**config.mk**
```make
export PLATFORM = sky130hd
export DESIGN_NAME = rnd_word_serializer
export DESIGN_NICKNAME = d
export VERILOG_FILES = /design/src/rtl/rnd_word_serializer.sv
export SDC_FILE = /design/constraint.sdc
export NUM_CORES = 2
export LEC_CHECK = 0
export ABC_AREA = 1
export CORE_MARGIN = 5
export CORE_UTILIZATION = 38
export CTS_BUF_LIST = sky130_fd_sc_hd__clkbuf_16
export CTS_CLUSTER_DIAMETER = 30
export DETAILED_ROUTE_END_ITERATION = 10
export PLACE_DENSITY = 0.68
export SLEW_MARGIN = 40
export SYNTH_ARGS = -nofsm -noshare
export SYNTH_HDL_FRONTEND = slang
export SYNTH_SLANG_ARGS = --single-unit
export TNS_END_PERCENT = 30
```
**constraint.sdc**
```tcl
create_clock -name clk -period 4 [get_ports clk]
set_input_delay 0.8 -clock clk [delete_from_list [all_inputs] [get_ports clk]]
set_output_delay 0.8 -clock clk [all_outputs]
set_load 0.005 [all_outputs]
```
**src/rtl/rnd_word_serializer.sv**
```systemverilog
// Captures one fresh random vector per request and streams it LSW-first as WORD-wide words.
// A vector equal to the previous capture or to the post-reset all-ones value is never used.
module rnd_word_serializer #(
  parameter int BIT     = 512,
  parameter int WORD    = 32,
  parameter int TIMEOUT = 256,
  localparam int NW     = BIT / WORD,
  localparam int IW     = (NW > 1) ? $clog2(NW) : 1
) (
  input  logic            clk,
  input  logic            rstn,
  input  logic [BIT-1:0]  rnd_in,
  input  logic            req,
  output logic            busy,
  output logic            word_valid,
  input  logic            word_ready,
  output logic [WORD-1:0] word_data,
  output logic [IW-1:0]   word_idx,
  output logic            word_last,
  output logic            done,
  output logic            err
);

  localparam int TW = $clog2(TIMEOUT + 1);

  typedef enum logic [1:0] {
    S_IDLE,
    S_WAIT,
    S_SEND,
    S_FIN
  } state_t;

  state_t          state, state_nxt;
  logic [BIT-1:0]  sr;
  logic [BIT-1:0]  last_seen;
  logic [IW-1:0]   wcnt;
  logic [TW-1:0]   tcnt;
  logic            err_q;

  logic            fresh;
  logic            capture;
  logic            shift;
  logic            tcnt_clr;
  logic            tcnt_inc;
  logic            err_set;
  logic            is_last;

  assign fresh   = (rnd_in != last_seen) && (rnd_in != {BIT{1'b1}});
  assign is_last = (wcnt == IW'(NW - 1));

  always_comb begin
    state_nxt = state;
    capture   = 1'b0;
    shift     = 1'b0;
    tcnt_clr  = 1'b0;
    tcnt_inc  = 1'b0;
    err_set   = 1'b0;
    case (state)
      S_IDLE: begin
        if (req) begin
          state_nxt = S_WAIT;
          tcnt_clr  = 1'b1;
        end
      end
      S_WAIT: begin
        if (fresh) begin
          capture   = 1'b1;
          state_nxt = S_SEND;
        end else if (tcnt == TW'(TIMEOUT - 1)) begin
          err_set   = 1'b1;
          state_nxt = S_IDLE;
        end else begin
          tcnt_inc  = 1'b1;
        end
      end
      S_SEND: begin
        if (word_ready) begin
          shift = 1'b1;
          if (is_last) state_nxt = S_FIN;
        end
      end
      S_FIN: begin
        state_nxt = S_IDLE;
      end
      default: state_nxt = S_IDLE;
    endcase
  end

  always_ff @(posedge clk or negedge rstn) begin
    if (!rstn) begin
      state     <= S_IDLE;
      sr        <= '0;
      last_seen <= {BIT{1'b1}};
      wcnt      <= '0;
      tcnt      <= '0;
      err_q     <= 1'b0;
    end else begin
      state <= state_nxt;
      err_q <= err_set;
      if (tcnt_clr) tcnt <= '0;
      else if (tcnt_inc) tcnt <= tcnt + TW'(1);
      // last_seen only moves on capture, so a stale vector keeps WAIT spinning
      if (capture) begin
        sr        <= rnd_in;
        last_seen <= rnd_in;
        wcnt      <= '0;
      end else if (shift) begin
        sr   <= sr >> WORD;
        wcnt <= wcnt + IW'(1);
      end
    end
  end

  assign busy       = (state == S_WAIT) || (state == S_SEND);
  assign word_valid = (state == S_SEND);
  assign word_data  = word_valid ? sr[WORD-1:0] : '0;
  assign word_idx   = word_valid ? wcnt : '0;
  assign word_last  = word_valid && is_last;
  assign done       = (state == S_FIN);
  assign err        = err_q;

endmodule

```
==> results.md <==
- Pwr Density: 888 nW/um2
- Mapped cell area: 53700 um2
- Crit-path max cell delay: 0.51 ns
- Placer's final routability congestion estimate: 0.940
- Layout Skew: 0.0720 ns
- DRC: 0
- R2R cell count: 19
- VDD IR max: 0.000442 V
- Clock buffer depth: 4
- Critical path fanouts, max: 32
- Root buffer cell: clkbuf_16
- Largest cells by area after synthesis: nand2_1, dfstp_2, dfrtp_1
- #FFs+latches synth: 1040
- FMAX: 259 MHz
- Critical path's slowest cell: clkdlybuf4s50_1
- Sequential cell area fraction in the yosys report: 49.6%
- Total power: 66.8 mW
- First-pass GRT wire length: 309 mm
- Reg-to-Reg End: sr[366]$_DFFE_PN0P_
- Post-synth top flop: dfrtp_1
- Number of DRC markers in iteration 0: 5271
- Synth warnings: 0
- Final setup violating endpoints: 0
- Starting Density: 38.1%
- RSZ-0062 raised after global routing: false
- Post-DP HPWL: 149 mm
- Vias per inst: 5.17
- Commonest non-fill, non-tap cell in the layout: nand2_1
- Most frequent cells in the layout: nand2_1, nand4_1, clkdlybuf4s50_1
- Max transition margin: 48.5%
- TritonCTS clock tree: built
- Met3 wire len: 20.7 mm
- Cell count after synthesis: 7084
- H-tree Lvls: 5
- First-pass iteration count of the detailed router: 6
- Vias in the first global route: 53.7k
- Post-synth EDFFs: 0
- Cell Count, Final, Fillers Out: 10.3k
- # Max-Cap Violations: 0
- Reg2Reg Setup Slack: 0.68 ns
- Crit-path cells: inv_1 -> ha_2 -> buf_6 -> nand2_1 -> inv_1 -> clkdlybuf4s50_1
- Final period util: 96.4%
- Placed cells: 9771
- Die X: 386 um
- Final nets: 8690
- Worst setup slack after layout: 0.145 ns
- Syn nets: 7608
- Tot GR Track Use: 26.7%
- Layout cells sized above 1: 18.9%
- Crit path DAT: 3.05 ns
- Worst hold path type: reg -> reg
- Core ar.: 141000 um2
- Status: complete, no violations
- Critical Path Sink Type: output port
- Detail Route Antenna Nets: 0
- Slew @ Worst Pin: 0.773 ns
- Pre-CTS setup slack: -0.554 ns
- M1 wire length: 79.6 mm
- Fraction of registers with async set/reset: 100%
- Leading area contributor after synthesis: nand2_1
- Worst-skew pair later-pin latency: 0.88 ns
- Grt total ovfl: 0
- Syn avg cell area: 7.59 um2
- Routed WL: 205 mm
- CP Launch Point: state[0]$_DFFE_PN0P_
- Met2 WL: 94.1 mm
- Startpoint Class: flip-flop
- Syn-to-layout area delta: 40.0%
- Layout Utilization: 53.4%
- Count of cell types in the netlist: 24
- Crit Path Class: reg -> out
- Sink Count: 1040
- CP most frequent cell: inv_1
- DIE AREA: 149000 um2
- Tmin final: 3.85 ns
- WL/cell: 19.9 um
- Post-synth top area share: 27.9%
- Reg-to-Reg Start: last_seen[490]$_DFFE_PN1P_
- CP Data Required Time: 3.20 ns
- Critical path destination: word_data[1]
- Reg clk slew, reported paths: 0.04 ns
- Rows: 138
- Die height: 386 um
- Antenna violations before repair: 43
- Max Transition Viols Final: 0
- Largest net degree at the start of global routing: 108
- CTS buffer count: 282
- Leakage: 37.6 nW
- Total number of vias: 53.2k
- Port Buf Inserts: 556
- I/O pin cnt: 557
- Top sig layer: met5
- Fin. Hold Viols: 0
==> kinds of logic (layout without fill, tap and decap cells) <==
logic type      count (synthesis)  count (layout)  synth area share, %
simple gates                 4881            4881                 37.0
flops                        1040            1040                 49.6
buf+inv                       586            1880                 4.70
xor+xnor                      456             456                 7.43
compound gates                113             113                 1.06
fa+ha+maj                       8               8                0.186
other cells                     0              24                    0
==> area by class of cell <==
class	instances	area, um2
fillers	12700	65800
clock inverters	209	2190
multi-input cells	5458	24600
repair buffers	1188	11500
well taps	1890	2360
flip-flops and latches	1040	26700
inverters	196	743
clock buffers	287	7180
diodes	24	60.1
==> worst max-delay path: cells and delay by family, from the launching register on <==
kind | cells | cell delay (ns)
AND/OR/NAND/NOR | 1 | 0.29
flip-flops | 1 | 0.46
buffers and inverters | 4 | 1.13
adder cells (fa/ha/maj) | 1 | 0.32
==> how the worst min path moves through the flow <==
| stage | from | endpoint | slack, ns | depth (start not counted) |
|---|---|---|---|---|
| 2_1_floorplan | sr[511]$_DFFE_PN0P_ | sr[511]$_DFFE_PN0P_ | 0.44 | 2 |
| 3_3_place_gp | last_seen[136]$_DFFE_PN1P_ | last_seen[136]$_DFFE_PN1P_ | 0.45 | 2 |
| 3_5_place_dp | last_seen[69]$_DFFE_PN1P_ | last_seen[69]$_DFFE_PN1P_ | 0.46 | 2 |
| 4_1_cts | last_seen[134]$_DFFE_PN1P_ | last_seen[134]$_DFFE_PN1P_ | 0.46 | 2 |
| 5_1_grt | last_seen[68]$_DFFE_PN1P_ | last_seen[68]$_DFFE_PN1P_ | 0.47 | 2 |
| 6_report | last_seen[134]$_DFFE_PN1P_ | last_seen[134]$_DFFE_PN1P_ | 0.46 | 2 |
==> cells in the mapped netlist (all sizes together) (8+ instances only) <==
cell type and n:
nor2 243, xnor2 452, nand2 3994, nor3 27, nand3 19, ha 8, clkbuf 70, inv 196
dfstp 512, nand4 589, buf 320, o21ai 109, dfrtp 528
==> sequential cells by signal, indices dropped and copies added, names as in the netlist, named ones only <==
signal     count
last_seen    512
sr           512
tcnt           9
wcnt           4
err            1
state          1
==> per-stage QoR <==
| stage | TNS, ns | instance area, um2 | hold slack, ns |
|---|---|---|---|
| after global routing | 0 | 75200 | 0.468 |
| after floorplan | 0 | 53700 | 0.437 |
| after detailed placement | -419.68 | 65800 | 0.457 |
| after CTS | 0 | 75200 | 0.464 |
| after global placement | -442.85 | 65800 | 0.455 |
| final | 0 | 75300 | 0.463 |
==> what timing repair did <==
| item | 4_1_cts | 5_1_grt |
|---|---|---|
| buffers inserted | 0 | 0 |
| endpoints found under the setup margin | 1 | 0 |
| hold buffers | 1 | 0 |
| gates resized for setup | 1 | 0 |
| endpoints found under the hold margin | 22 | 0 |
==> power by group <==
group	switching (mW)	leakage, nW	internal (mW)
clock	6.74	4.63	15.6
sequential	3.34	12.2	17.2
combinational	14.3	20.8	9.56
==> metal layers <==
layer,track usage (%),vias to the layer above
li1,-,24700
met1,33.6,25500
met2,42.8,2434
met3,7.41,555
met4,12.6,34
met5,0,-
(Power assumes the default switching activity.)
